**src/rtl/acumulador_somas_pkg.sv**
```systemverilog
// Shared arithmetic definitions for the sum-accumulator datapath stage:
// FSM state encoding, default operand/sum widths and the accumulator
// width helper used to size the block total without overflow.
package pkg_aritmetica;

   typedef enum logic [0:0] {
      ACUMULA = 1'b0,
      ENTREGA = 1'b1
   } estado_acum_t;

   localparam int LARG_SOMA     = 9;
   localparam int LARG_OPERANDO = 8;

   // Width needed to hold n_amostras sums of larg_in bits without wrapping.
   function automatic int larg_acumulador(input int larg_in, input int n_amostras);
      return larg_in + $clog2(n_amostras);
   endfunction

endpackage

```
**src/rtl/acumulador_somas_contador_amostras.sv**
```systemverilog
// Modulo-N sample counter for acumulador_somas. Counts accepted sums in the
// current block and flags the last sample so the top can close the block.
// A synchronous clear takes priority over the enable.
module contador_amostras #(
   parameter int N    = 4,
   parameter int LARG = $clog2(N)
) (
   input  logic            clk,
   input  logic            rst_n,
   input  logic            en_i,
   input  logic            limpa_i,
   output logic [LARG-1:0] contagem_o,
   output logic            ultima_o
);

   localparam logic [LARG-1:0] ULTIMO = LARG'(N - 1);

   logic [LARG-1:0] cnt_q;
   logic [LARG-1:0] cnt_d;

   // Next count: clear wins, otherwise step and wrap after the last sample.
   always_comb begin
      cnt_d = cnt_q;
      if (limpa_i) begin
         cnt_d = '0;
      end else if (en_i) begin
         cnt_d = (cnt_q == ULTIMO) ? '0 : cnt_q + LARG'(1);
      end
   end

   // Count register.
   always_ff @(posedge clk or negedge rst_n) begin
      if (!rst_n) begin
         cnt_q <= '0;
      end else begin
         cnt_q <= cnt_d;
      end
   end

   assign contagem_o = cnt_q;
   assign ultima_o   = (cnt_q == ULTIMO);

endmodule

```
**src/rtl/acumulador_somas.sv**
```systemverilog
// Block accumulator for the ripple adder's sum stream. Adds N_AMOSTRAS
// accepted sums and presents the block total on a valid/ready output.
// Build option ACUMULADOR_MEDIA_EN: present the truncated block average
// (total >> log2(N_AMOSTRAS)) instead of the total; handshake is unchanged.
//
// state   | meaning
// ACUMULA | accepting sums, in_ready=1, out_valid=0
// ENTREGA | result held on out_data, in_ready=0, waiting for out_ready
module acumulador_somas
   import pkg_aritmetica::*;
#(
   parameter int WIDTH_IN   = LARG_SOMA,
   parameter int N_AMOSTRAS = 4,
   parameter int WIDTH_ACC  = larg_acumulador(WIDTH_IN, N_AMOSTRAS)
) (
   input  logic                          clk,
   input  logic                          rst_n,
   input  logic                          limpa,
   input  logic                          in_valid,
   output logic                          in_ready,
   input  logic [WIDTH_IN-1:0]           in_data,
   output logic                          out_valid,
   input  logic                          out_ready,
   output logic [WIDTH_ACC-1:0]          out_data,
   output logic [$clog2(N_AMOSTRAS)-1:0] contagem
);

   localparam int LARG_CONT = $clog2(N_AMOSTRAS);

   estado_acum_t         estado_q;
   estado_acum_t         estado_d;
   logic [WIDTH_ACC-1:0] acc_q;
   logic [WIDTH_ACC-1:0] acc_d;
   logic [WIDTH_ACC-1:0] out_data_q;
   logic [WIDTH_ACC-1:0] out_data_d;
   logic                 out_valid_q;
   logic                 out_valid_d;

   logic                 aceita;
   logic                 ultima;
   logic [WIDTH_ACC-1:0] soma_total;
   logic [WIDTH_ACC-1:0] resultado;

   assign in_ready   = (estado_q == ACUMULA);
   assign aceita     = in_valid & in_ready;
   assign soma_total = acc_q + WIDTH_ACC'(in_data);

`ifdef ACUMULADOR_MEDIA_EN
   // Power-of-two block size makes the average a plain right shift.
   assign resultado = soma_total >> LARG_CONT;
`else
   assign resultado = soma_total;
`endif

   // The counter only advances on handshakes that limpa does not discard.
   contador_amostras #(
      .N    (N_AMOSTRAS),
      .LARG (LARG_CONT)
   ) u_contador (
      .clk        (clk),
      .rst_n      (rst_n),
      .en_i       (aceita & ~limpa),
      .limpa_i    (limpa),
      .contagem_o (contagem),
      .ultima_o   (ultima)
   );

   // Next state, accumulator and result; limpa overrides everything.
   always_comb begin
      estado_d    = estado_q;
      acc_d       = acc_q;
      out_data_d  = out_data_q;
      out_valid_d = out_valid_q;
      if (limpa) begin
         estado_d    = ACUMULA;
         acc_d       = '0;
         out_valid_d = 1'b0;
      end else begin
         case (estado_q)
            ACUMULA: begin
               if (aceita) begin
                  if (ultima) begin
                     out_data_d  = resultado;
                     out_valid_d = 1'b1;
                     acc_d       = '0;
                     estado_d    = ENTREGA;
                  end else begin
                     acc_d = soma_total;
                  end
               end
            end
            ENTREGA: begin
               if (out_ready) begin
                  out_valid_d = 1'b0;
                  estado_d    = ACUMULA;
               end
            end
            default: begin
               estado_d    = ACUMULA;
               acc_d       = '0;
               out_valid_d = 1'b0;
            end
         endcase
      end
   end

   // State, accumulator and output registers.
   always_ff @(posedge clk or negedge rst_n) begin
      if (!rst_n) begin
         estado_q    <= ACUMULA;
         acc_q       <= '0;
         out_data_q  <= '0;
         out_valid_q <= 1'b0;
      end else begin
         estado_q    <= estado_d;
         acc_q       <= acc_d;
         out_data_q  <= out_data_d;
         out_valid_q <= out_valid_d;
      end
   end

   assign out_valid = out_valid_q;
   assign out_data  = out_data_q;

endmodule

```
**config.mk**
```make
export PLATFORM = sky130hd
export DESIGN_NAME = acumulador_somas
export DESIGN_NICKNAME = d
export VERILOG_FILES = /design/src/rtl/acumulador_somas_pkg.sv /design/src/rtl/acumulador_somas_contador_amostras.sv /design/src/rtl/acumulador_somas.sv
export SDC_FILE = /design/constraint.sdc
export NUM_CORES = 1
export LEC_CHECK = 0
export ABC_AREA = 0
export BUFFER_PORTS_ARGS = -buffer_cell sky130_fd_sc_hd__buf_4
export CAP_MARGIN = 20
export CORE_MARGIN = 1.5
export CORE_UTILIZATION = 40
export CTS_BUF_LIST = sky130_fd_sc_hd__clkbuf_8
export DETAILED_ROUTE_END_ITERATION = 10
export SLEW_MARGIN = 20
export SYNTH_ARGS = -nofsm -noshare
export SYNTH_HDL_FRONTEND = slang
export SYNTH_SLANG_ARGS = --single-unit
```
**constraint.sdc**
```tcl
create_clock -name clk -period 3.69 [get_ports clk]
set_input_delay 0.738 -clock clk [delete_from_list [all_inputs] [get_ports clk]]
set_output_delay 0.738 -clock clk [all_outputs]
set_load 0.01 [all_outputs]
```
# Word level (Yosys, flattened, before mapping)

Cells that the tools add are included.
W data, S select, Z words.

Register bits after elaboration: 26
Bits in latches: 0
Memory bits (writable): 0
Bits in read-only memories: 0
Input bits: 14
Output and inout port bits: 15
Word-level logic and storage cells: 38
Memories: 0

Add/subtract/negate cells: 2
$mul: 0
Divide/modulo/power cells: 0
$lt $le $gt $ge: 0
Eq/ne operators: 5
Shift operators: 0
Multiplexer cells: 17
Bitwise logic cells: 4
Reductions and logical operators: 5

Operators with widths:

| kind                  | number |
|---|---|
| $mux W11              | 4 |
| $add A11 B9 Y11       | 1 |
| $mux W1               | 8 |
| $mux W2               | 3 |
| $ne A3 B2 Y1 const B  | 2 |
| $pmux W1 S2           | 2 |
| $reduce_and A4 Y1     | 1 |
| $reduce_bool A2 Y1    | 2 |
| $ne A3 B3 Y1 const B  | 1 |
| $reduce_and A3 Y1     | 1 |
| $add A2 B1 Y2 const B | 1 |
| $and A1 B1 Y1         | 2 |
| $eq A2 B2 Y1 const B  | 1 |
| $ne A2 B2 Y1 const B  | 1 |
| $not A1 Y1            | 2 |
| $reduce_and A2 Y1     | 1 |

# Longest topological paths before layout

Gate-level depths: netlist (run 1).

Depth after elaboration: 5
Gate-level depth with buffers: 6
Mapped depth without buffers: 6

# Modules after synthesis

From an unflattened synthesis (run 1), not the netlist that was laid out.

Cell total of the unflattened synthesis: 135
Area, all modules: 1461.4 um^2

Modules (own cells, without submodules):

| module            | times used | cells each | area an instance (um^2) | sequential area each (um^2) |
|---|---|---|---|---|
| acumulador_somas  | 1          | 127        | 1361.3                  | 600.6 |
| contador_amostras | 1          | 8          | 100.1                   | 50.0 |

# Worst setup path after synthesis (run 1)

No wires, ideal clock.

Path kind: input-to-reg
From: input port in_data[0]
To: register acc_q[6]
Library setup time: 122 ps
Arrival: 2178 ps
Data required time: 3568 ps
Path slack: 1391 ps
Stages: 6
Path buffers: 0
Path through: ha_1 -> fa_1 -> nand3_1 -> a21oi_1 -> or3_1 -> a32o_1

Word-level cells in the longest chain between the ends: 5

Ends and longest elaborated chain:

| item                 | line                    | source |
|---|---|---|
| start, declared      | acumulador_somas.sv:21  | `input logic [WIDTH_IN-1:0] in_data,` |
| $add A11 B9 Y11      | acumulador_somas.sv:46  | `assign soma_total = acc_q + WIDTH_ACC'(in_data);` |
| $mux W11             | acumulador_somas.sv:82  | `if (ultima) begin` |
| $mux W11             | acumulador_somas.sv:81  | `if (aceita) begin` |
| $mux W11             | acumulador_somas.sv:79  | `case (estado_q)` |
| $mux W11             | acumulador_somas.sv:74  | `if (limpa) begin` |
| end signal, assigned | acumulador_somas.sv:111 | `acc_q <= '0;` |
| end signal, assigned | acumulador_somas.sv:116 | `acc_q <= acc_d;` |
| end, declared        | acumulador_somas.sv:32  | `logic [WIDTH_ACC-1:0] acc_q;` |

Every way passes these cells. The select of a mux whose other input is x is not followed.
A chain may end at the register's enable or synchronous reset.

# Final worst setup path (run 1)

Same ends and word-level chain as after synthesis.

==> flow_summary.toml, run 1 <==
[run_status]
outcome = "complete, no violations"

[timing]
worst_pin_slew_ps = 856
hold_viol_final = 0
slew_headroom_pct = 42.7
tns_ps = 0
rsz0062_at_grt = "no"
slew_violations = 0
max_freq_mhz = 444
skew_ps = 5.76
setup_viol = 0
period_needed_ps = 2250
finalCritPeriodShare_pct = 61.1

[cts]
cts-resized-gates = 0
cts_setup_buffers = 0
worstSkewPairLatency_ps = 270
ctsRootBufferMaster = "clkbuf_8"
tritoncts = "built"
clock_sinks = 26
cts.clk_slew.worst_paths_ps = 100
clockBufferDepth = 2
htree_levels = 1
cts_hold_buf = 0
cts_buffers = 3

[final_layout]
drive_gt1_share_pct = 20.0
mostFrequentLayoutCells = "buf_4 (29), dfrtp_1 (26), nand2_1 (21)"
syn2layout_area_growth_pct = 20.1
layout_commonest_cell = "buf_4"
antenna_cells = 0
utilization_pct = 50.2
nets = 206

[yosys]
avgSynthCellArea_sq_um = 10.1
ys_top_cells_by_area = "dfrtp_1 (42%), ha_1 (8.1%), nand2_1 (5.1%)"
syn_inst = 152
yosysWarnings = 0
ys_types = 44
synth_nets = 177
synthesis.area_sq_um = 1540
synth_seq_cells = 26
synth_top_area_share_pct = 42.2
seq_area_frac_synth_pct = 42.2
yosysTopAreaCell = "dfrtp_1"

[grt]
grt.overflow.total = 0
grt_util_all_layers_pct = 18.8
antenna_found_initial = 0
grt_max_degree = 27
grt_pass1_wl_mm = 6.20
grt_pass1_vias = 1304

[hold_path]
hold_class = "primary input to async pin"

[route]
ant_nets = 0
drt-initial-drc-count = 49
routedWlPerCell_um = 15.5
avgViaCountPerCell = 5.68
num_vias = 1296
dr.pass1.iters = 4
routed_wl_mm = 3.54
drc = 0

[pwr]
power.density_nw_per_um2 = 456
seqPwrFrac_pct = 43.1
p_sw_share_pct = 32.8
pwr-share-comb_pct = 34.6
clkPwrFrac_pct = 22.3
ir_drop_uv = 187
p_leak_nw = 0.899
p_int_mw = 0.568
switchingPower_mw = 0.278

[die]
die_height_um = 65.1
core_area_sq_um = 3690
rows = 22
io_pins = 29
start_util_pct = 41.8
dieArea_sq_um = 4240
die_x_um = 65.1

[setup_path]
critical_path_class = "primary input to register"
crit_chain = "buf_4, ha_1, fa_1, nand3_1, a21oi_1, or3_1, a32o_1"
cpPeakStageDelay_ps = 420
critPathMaxFanout = 6
crit_arrival_ps = 2430
cp-end-kind = "register"
cp-start-kind = "primary input"
required_ps = 3860
rr_worst_depth = 4
critPathSlowestCell = "fa_1"

[place]
routabilityCongestion = 0.827
io_buffer_count = 28
place_hpwl_mm = 2.55

[flow_run]
cap_violations = 0
[final timing paths]
| path | from | end | slack, ps |
|---|---|---|---|
| max | in_data[0] | acc_q[6]$_DFFE_PN0P_ | 1440 |
| min | rst_n | out_data[10]$_DFFE_PN0P_ | 360 |
| max reg2reg | u_contador.contagem_o[0]$_DFFE_PN0P_ | acc_q[8]$_DFFE_PN0P_ | 1580 |
| min reg2reg | out_data[10]$_DFFE_PN0P_ | out_data[10]$_DFFE_PN0P_ | 490 |
| max in group asynchronous | rst_n | out_data[1]$_DFFE_PN0P_ | 3070 |
| min in group clk | out_data[10]$_DFFE_PN0P_ | out_data[10]$_DFFE_PN0P_ | 490 |
[cells in the mapped netlist (all sizes together)]
| cell | number |
|---|---|
| clkbuf | 2 |
| a211oi | 3 |
| nor2 | 9 |
| o21ai | 6 |
| or4b | 1 |
| nand4 | 3 |
| ha | 10 |
| mux2i | 2 |
| fa | 1 |
| a31o | 2 |
| xnor2 | 2 |
| nand2 | 21 |
| nand3 | 7 |
| and2 | 2 |
| a211o | 3 |
| o22ai | 1 |
| a21oi | 9 |
| a21bo | 1 |
| a32o | 2 |
| and4 | 1 |
| a21o | 3 |
| a221oi | 1 |
| o22a | 1 |
| o31ai | 1 |
| xor2 | 3 |
| o211ai | 5 |
| mux2 | 3 |
| inv | 1 |
| o311a | 1 |
| a22o | 6 |
| nand4bb | 1 |
| or2b | 1 |
| nor2b | 1 |
| buf | 3 |
| a31oi | 1 |
| a22oi | 2 |
| or3 | 1 |
| nor4b | 1 |
| or4 | 1 |
| dfrtp | 26 |
| and4bb | 1 |
[cell families after synthesis]
family / share of synthesized area (%)
simple gates: 17.7
compound gates: 22.7
flops: 42.2
fa+ha+maj: 9.41
buf+inv: 1.70
xor+xnor: 2.84
mux: 3.49
[power groups by stage]
| stage | Clock, mW | Combinational [mW] | Sequential (mW) |
|---|---|---|---|
| after floorplan | 0 | 0.173 | 0.380 |
| after global placement | 0 | 0.288 | 0.368 |
| after detailed placement | 0 | 0.292 | 0.370 |
| after CTS | 0.194 | 0.294 | 0.364 |
| after global routing | 0.207 | 0.329 | 0.372 |
| final | 0.189 | 0.292 | 0.364 |
[flip-flops by register name, summed over array words and instances, names as in the netlist]
| signal | flops |
|---|---|
| estado_q | 1 |
| out_valid | 1 |
| u_contador.contagem_o | 2 |
| acc_q | 11 |
| out_data | 11 |
[area by class of cell]
| class | count | area, sq um |
|---|---|---|
| fill | 353 | 1840 |
| multi-input combinational | 120 | 866 |
| sequential | 26 | 651 |
| timing repair buffer | 29 | 218 |
| tap | 48 | 60.1 |
| clock buffer | 4 | 55.1 |
| inverter | 1 | 3.75 |
[worst max-delay path, delay by kind of cell]
family | cells | cell delay [ps]
AND/OR/NAND/NOR | 2 | 520
AO/OA/AOI/OAI | 2 | 400
buffers and inverters | 1 | 110
adder cells (fa/ha/maj) | 2 | 650
[routing by layer]
metal	wire length, um	vias to the layer above	GRT usage [%]
met5	0	-	0
met4	51	0	5.47
met3	147	6	3.42
met2	1610	29	30.4
met1	1730	623	25.9
li1	-	638	-
[per-stage QoR]
stage               instances  area, sq um  setup slack (ps)  hold WS [ps]  power [mW]
floorplan                 152         1540              1390           442       0.553
global placement          224         1800              1200           465       0.656
detailed placement        224         1800              1150           464       0.661
CTS                       228         1850              1440           370       0.852
global route              228         1850              1350           377       0.908
finish                    228         1850              1440           360       0.845
(Power assumes the default switching activity.)
==> run 2, diff against run 1 <==
clock period = 2.3 ns   (was 3.69 ns; I/O delays follow)
==> flow_summary.toml, run 2 (synthesis results as in run 1) <==
[route]
drt-initial-drc-count = 55
avgViaCountPerCell = 5.62
ant_nets = 0
drc = 0
dr.pass1.iters = 4
routed_wl_mm = 3.54
num_vias = 1304
routedWlPerCell_um = 15.3

[timing]
tns_ps = 0
skew_ps = 5.88
slew_violations = 0
rsz0062_at_grt = "no"
max_freq_mhz = 500
whs_ps = 73.4
finalCritPeriodShare_pct = 87.0
period_needed_ps = 2000
slew_headroom_pct = 62.1
setup_viol = 0
worst_pin_slew_ps = 567
hold_viol_final = 0
setup_ws_ps = 300

[grt]
grt_max_degree = 27
grt_pass1_vias = 1323
antenna_found_initial = 0
grt_util_all_layers_pct = 18.6
grt_pass1_wl_mm = 6.09
grt.overflow.total = 0

[pwr]
p_leak_nw = 0.926
finalPower_mw = 1.45
ir_drop_uv = 355
power.density_nw_per_um2 = 765

[place]
place_ws_ps = 105
routabilityCongestion = 0.838
place_hpwl_mm = 2.62
io_buffer_count = 28

[die]
core_area_sq_um = 3690
start_util_pct = 41.8
die_x_um = 65.1
die_height_um = 65.1
io_pins = 29
dieArea_sq_um = 4240
rows = 22

[cts]
cts.clk_slew.worst_paths_ps = 100
ctsRootBufferMaster = "clkbuf_8"
cts-resized-gates = 0
tritoncts = "built"
cts_buffers = 3
htree_levels = 1
cts_hold_buf = 0
cts_setup_buffers = 0
clock_sinks = 26
worstSkewPairLatency_ps = 280
clockBufferDepth = 2

[hold_path]
hold_class = "primary input to async pin"

[setup_path]
critPathSlowestCell = "fa_1"
critical_path_class = "register to register"
cp-start-kind = "register"
crit_arrival_ps = 2180
reg2reg_slack_ps = 300
critPathLaunch = "acc_q[0]$_DFFE_PN0P_"
cp-end-kind = "register"
required_ps = 2480
r2r_start = "acc_q[0]$_DFFE_PN0P_"
cpPeakStageDelay_ps = 410
critPathMaxFanout = 6
crit_chain = "ha_1, fa_1, nand3_1, a21oi_1, or3_1, a32o_1"

[final_layout]
drive_gt1_share_pct = 21.7
syn2layout_area_growth_pct = 23.1
nets = 210
mostFrequentLayoutCells = "buf_4 (33), dfrtp_1 (26), nand2_1 (21)"
antenna_cells = 0
layout_commonest_cell = "buf_4"

[run_status]
outcome = "complete, no violations"

[flow_run]
cap_violations = 0
run 2: changes by cell type in the layout (fill, tap and decap cells not counted):
cell | previous run | this run
clkbuf_8 | 4 | 3
buf_4 | 29 | 33
bufinv_16 | 0 | 1
run 2: area by class of cell:
type / count / area, sq um
inverter: 1 / 3.75
clock inverter: 1 / 30.0
multi-input combinational: 120 / 866
tap: 48 / 60.1
timing repair buffer: 33 / 248
sequential: 26 / 651
fill: 373 / 1790
clock buffer: 3 / 41.3
run 2: critical path: cells and delay by family (launching register included):
family,cells,cell delay [ps]
adder cells (fa/ha/maj),2,630
AND/OR/NAND/NOR,2,480
flip-flops,1,400
AO/OA/AOI/OAI,2,390
run 2: worst paths after layout:
| check | end | cells past startpoint |
|---|---|---|
| setup / recovery | acc_q[6]$_DFFE_PN0P_ | 6 |
| hold / removal | out_data[7]$_DFFE_PN0P_ | 1 |
| setup reg to reg | acc_q[6]$_DFFE_PN0P_ | 6 |
| hold reg to reg | out_data[10]$_DFFE_PN0P_ | 2 |
| max in group asynchronous | acc_q[8]$_DFFE_PN0P_ | 1 |
| min in group clk | estado_q$_DFF_PN0_ | 2 |
run 2: stage by stage:
| step | utilization [%] | instance area (sq um) | std cells |
|---|---|---|---|
| after floorplan | - | 1540 | 152 |
| after detailed placement | 49.6 | 1830 | 228 |
| after global placement | 49.6 | 1830 | 228 |
| final | 51.5 | 1900 | 232 |
| after global routing | 51.5 | 1900 | 232 |
| after CTS | 51.5 | 1900 | 232 |
run 2: report_power, final:
part	switching [mW]	internal (mW)
logic	0.249	0.227
clock network	0.158	0.233
registers	0.0506	0.535
total	0.458	0.994
run 2: routing by layer:
metal	up-vias	track usage [%]	part of all wire (%)
li1	643	-	-
met1	624	25.0	48
met2	32	31.1	47
met3	5	2.91	4.2
met4	0	5.73	1.1
met5	-	0	0
